[src/rtl/fetch_sequencer.sv]
// Instruction fetch sequencer: reads 16-bit words from instruction RAM, hands each
// to the CPU with load/start strobes, and waits for the CPU to finish it.
module fetch_sequencer #(
  parameter int unsigned AW      = 8,
  parameter int unsigned TIMEOUT = 64,
  parameter logic [2:0]  HALT_OP = 3'b111
) (
  input  logic          clk,
  input  logic          reset,
  input  logic          run,
  output logic          mem_rd,
  output logic [AW-1:0] mem_addr,
  input  logic [15:0]   mem_rdata,
  output logic [15:0]   cpu_in,
  output logic          cpu_load,
  output logic          cpu_s,
  input  logic          cpu_w,
  output logic [AW-1:0] pc,
  output logic [15:0]   instr_count,
  output logic          busy,
  output logic          halted,
  output logic          fault
);

  localparam int unsigned TW = $clog2(TIMEOUT + 1);

  typedef enum logic [2:0] {
    IDLE, FETCH, MEMWAIT, LOADIR, START, EXEC, HALT, FAULT
  } state_t;

  state_t        state, next_state;
  logic [TW-1:0] tcount;
  logic          is_halt_op;
  logic          done;
  logic          expire;

  assign is_halt_op = (cpu_in[15:13] == HALT_OP);
  // The first EXEC cycle (tcount==0) ignores cpu_w: the CPU only drops w one cycle after s.
  assign done       = (state == EXEC) && (tcount != '0) && cpu_w;
  assign expire     = (state == EXEC) && !done && (tcount == TW'(TIMEOUT - 1));
  assign mem_addr   = pc;

  always_ff @(posedge clk or posedge reset) begin
    if (reset) state <= IDLE;
    else       state <= next_state;
  end

  always_comb begin
    next_state = state;
    case (state)
      IDLE:    if (run) next_state = FETCH;
      FETCH:   next_state = MEMWAIT;
      MEMWAIT: next_state = LOADIR;
      LOADIR:  next_state = is_halt_op ? HALT : START;
      START:   next_state = EXEC;
      EXEC: begin
        if (done)        next_state = run ? FETCH : IDLE;
        else if (expire) next_state = FAULT;
      end
      HALT:    next_state = HALT;
      FAULT:   next_state = FAULT;
      default: next_state = IDLE;
    endcase
  end

  always_comb begin
    mem_rd   = (state == FETCH);
    cpu_load = (state == LOADIR) && !is_halt_op;
    cpu_s    = (state == START);
    busy     = !(state == IDLE || state == HALT || state == FAULT);
    halted   = (state == HALT);
    fault    = (state == FAULT);
  end

  always_ff @(posedge clk or posedge reset) begin
    if (reset) begin
      pc          <= '0;
      instr_count <= '0;
      cpu_in      <= '0;
      tcount      <= '0;
    end else begin
      if (state == MEMWAIT) cpu_in <= mem_rdata;
      if (state == START)   tcount <= '0;
      else if (state == EXEC) tcount <= tcount + 1'b1;
      if (done) begin
        pc <= pc + 1'b1;
        if (instr_count != '1) instr_count <= instr_count + 1'b1;
      end
    end
  end

endmodule
[config.mk]
export PLATFORM = sky130hd
export DESIGN_NAME = fetch_sequencer
export DESIGN_NICKNAME = d
export VERILOG_FILES = /design/src/rtl/fetch_sequencer.sv
export SDC_FILE = /design/constraint.sdc
export NUM_CORES = 1
export LEC_CHECK = 0
export BUFFER_PORTS_ARGS = -buffer_cell sky130_fd_sc_hd__buf_2
export CORE_MARGIN = 2
export CORE_UTILIZATION = 25
export DETAILED_ROUTE_END_ITERATION = 7
export GPL_TIMING_DRIVEN = 0
export SYNTH_ARGS = -nofsm -noshare
export SYNTH_HDL_FRONTEND = slang
export SYNTH_SLANG_ARGS = --single-unit
export TNS_END_PERCENT = 5
[constraint.sdc]
create_clock -name clk -period 1.79 [get_ports clk]
set_input_delay 0.179 -clock clk [delete_from_list [all_inputs] [get_ports clk]]
set_output_delay 0.179 -clock clk [all_outputs]
set_load 0.01 [all_outputs]
==> results.md <==
- Largest net degree at the start of global routing: 35
- Final Cycle Share: 0.970
- Slew HR: 0.676
- Outcome: finished, final reports clean
- Total power per unit cell area: 1320 nW/µm²
- Max Root-Sink Buffers: 2
- Leak: 0.00165 µW
- Worst endpoint required time: 2010 ps
- RSZ-0062 raised after global routing: yes
- Via density: 4.35
- CP startpoint kind: flip-flop
- DR vias: 1914
- Max Fclk: 576 MHz
- Vias in the first global route: 1865
- HP Class: in -> reg
- Final ANT Viol Nets: 0
- Clk slew on worst S/H paths: 90 ps
- Clock share of power: 0.147
- Yosys warning total: 0
- Clock sinks: 50
- DP HPWL: 4030 µm
- Core Rows: 36
- Max Cap Viol: 0
- Switching share of total power: 0.367
- Initial Utilization: 0.256
- Fin nets: 332
- Io pins: 74
- Wire per inst: 12.6 µm
- Share of layout cells above drive strength 1: 0.472
- Register bit count reported by yosys: 50
- CP max FO: 6
- IO Port Bufs: 73
- CTS Buf Count: 5
- Comb pwr share: 0.433
- Total Wirelength: 5530 µm
- Gr usage total: 0.103
- Final setup vio count: 0
- DR iter-0 viols: 69
- Core Util, Final: 0.343
- CP endpoint kind: flip-flop
- Internal: 2770 µW
- Initial antenna violation count: 0
- Seq pwr share: 0.420
- Fill cells: 1000
- GR Layer Usage met3: 0.0321
- Die width: 104 µm
- Worst-margin pin slew: 485 ps
- Synth cell types: 40
- Seq/Total Area, Yosys: 0.505
- Final setup margin: 53.6 ps
- Die ar.: 10700 µm²
- Area of the mapped netlist: 2480 µm²
- Area Growth Syn to Fin: 33.9%
- CP arrival: 1960 ps
- Final min period: 1740 ps
- GP Congestion: 0.759
- Place WS: -167 ps
- Hold violation count in the final report: 0
- Cells on worst reg2reg path: 8
- Slew Limit Fails: 0
- Final hold slack: 110 ps
- Post-synthesis net count: 240
- Yosys top cell by area: dfrtp_1
- Congestion Overflow GR: 0
- Top Usage Layer GRT: met2
- Synth top area share: 0.505
- CTS root buffer: clkbuf_8
- Synth area leaders: dfrtp_1 50%, mux2_2 8.2%, xor2_1 4.9%
- Antenna diode count: 0
- Detailed-route DRC error count: 0
- Core ar.: 9680 µm²
- Post-synthesis area per instance: 11.5 µm²
- Met1 GRT Util: 0.137
- First-pass GRT wire length: 9060 µm
- Die height: 104 µm
- CTS tree: yes
- VDD IR max: 0.459 mV
- GRT met2 Usage: 0.164
- Worst Clk Skew: 8.61 ps
- First-pass DRT Iterations: 6
- Switching Power: 1610 µW
- Critical path class: reg -> reg
- Worst hold path depth: 2
- Synth Instances: 216
- Worst-Skew Late Latency: 290 ps
- H-tree depth: 2
path summary, 6_finish.rpt:
check | end | start | slack (ps)
setup / recovery | instr_count[2]$_DFFE_PP0P_ | tcount[0]$_DFFE_PP0P_ | 50
hold / removal | cpu_in[14]$_DFFE_PP0P_ | mem_rdata[14] | 110
setup reg to reg | instr_count[2]$_DFFE_PP0P_ | tcount[0]$_DFFE_PP0P_ | 50
hold reg to reg | instr_count[7]$_DFFE_PP0P_ | instr_count[7]$_DFFE_PP0P_ | 480
max in group asynchronous | instr_count[0]$_DFFE_PP0P_ | reset | 830
min in group asynchronous | tcount[6]$_DFFE_PP0P_ | reset | 430
layer usage:
metal | up-vias | routed length, µm | part of all wire
met4 | 0 | 46 | 0.0083
met2 | 56 | 2640 | 0.48
li1 | 930 | - | -
met1 | 924 | 2530 | 0.46
met5 | - | 0 | 0
met3 | 4 | 316 | 0.057
critical path: stages, from the launching register on:
cell	delay, ps
dfrtp_1	420
inv_1	60
ha_2	170
nor4b_4	130
a21bo_4	260
buf_12	150
buf_8	120
nor3b_2	190
xor2_1	160
layout by cell type (no fill, tap or decap), types with 2 or more instances in the layout:
cell type / instances
a21oi_1: 4
nor2_1: 7
mux2_2: 18
mux2i_1: 2
buf_6: 4
clkbuf_8: 6
o21ai_0: 7
ha_1: 2
nand4_1: 7
and3_1: 8
buf_12: 2
buf_2: 73
and4_1: 2
nand2b_1: 3
nor4b_4: 2
dfrtp_1: 49
xnor2_1: 7
nor3_2: 2
clkbuf_4: 2
nor4_2: 2
nor4_4: 3
xor2_1: 14
nand3_1: 6
buf_4: 16
nand2_1: 20
nor3_1: 7
inv_1: 5
cell families (layout without fill, tap and decap cells):
logic type               after synthesis  after routing  share of synthesized area
AND/OR/NAND/NOR                       81             81                      0.205
flip-flops                            50             50                      0.505
AO/OA/AOI/OAI                         19             19                     0.0520
adder cells (fa/ha/maj)                4              4                     0.0202
multiplexers                          20             20                     0.0899
XOR/XNOR                              21             21                     0.0742
buffers and inverters                 21            112                     0.0540
Yosys cell counts:
cell type,n
o21ai_1,1
ha_1,4
nor4_4,2
and4_1,2
and2_1,1
and4b_1,1
nand2_1,21
xor2_1,14
nor2_1,8
and3_1,8
nand4_1,7
nor4b_4,2
a21bo_4,1
buf_4,10
inv_1,6
a21o_1,1
o21ai_0,7
xnor2_1,7
nand4b_1,1
a21oi_1,4
nor2b_1,1
mux2_2,18
or2_2,1
o311a_1,1
a21boi_2,1
nor3_1,9
nor4b_2,1
or4_1,1
a21boi_0,2
nand2b_1,3
buf_2,2
dfrtp_1,50
nor4_1,3
nor3b_2,1
nand3_1,7
clkbuf_1,1
a311oi_1,1
nor3b_1,1
mux2i_1,2
buf_6,2
sequential cells by signal (all words and copies together), names as in the netlist:
register,count
mem_addr,8
instr_count,16
state,3
cpu_in,16
tcount,7
cell type report:
| cell class | instances | area, µm² | area share |
|---|---|---|---|
| multi-input combinational | 145 | 1180 | 0.355 |
| inverter | 6 | 22.5 | 0.00678 |
| clock buffer | 6 | 82.6 | 0.0249 |
| buffer | 15 | 134 | 0.0403 |
| sequential | 50 | 1250 | 0.377 |
| tap | 133 | 166 | 0.0501 |
| timing repair buffer | 85 | 482 | 0.145 |
stage by stage:
stage	cell area, µm²	TNS [ps]	total power (µW)	cells
floorplan	2480	0	2960	216
global placement	3010	-20830	3550	422
detailed placement	3030	-1660	3610	423
CTS	3140	0	4310	430
global route	3320	-412	4740	440
finish	3320	0	4380	440
timing repair:
item                                    CTS  global route
gates resized for setup                   4            28
endpoints found under the setup margin   20            32
hold buffers                              1             0
endpoints found under the hold margin    16             0
pin swaps                                 1            16
buffers inserted                          0            10
gates cloned                              0             1
power groups by stage:
stage | registers, µW | clock network [µW] | logic (µW)
6_report | 1840 | 644 | 1900
5_1_grt | 1910 | 740 | 2090
4_1_cts | 1830 | 690 | 1780
3_5_place_dp | 1850 | 0 | 1760
3_3_place_gp | 1830 | 0 | 1720
2_1_floorplan | 1930 | 0 | 1040
No activity file was read; power rests on OpenSTA's default activity.
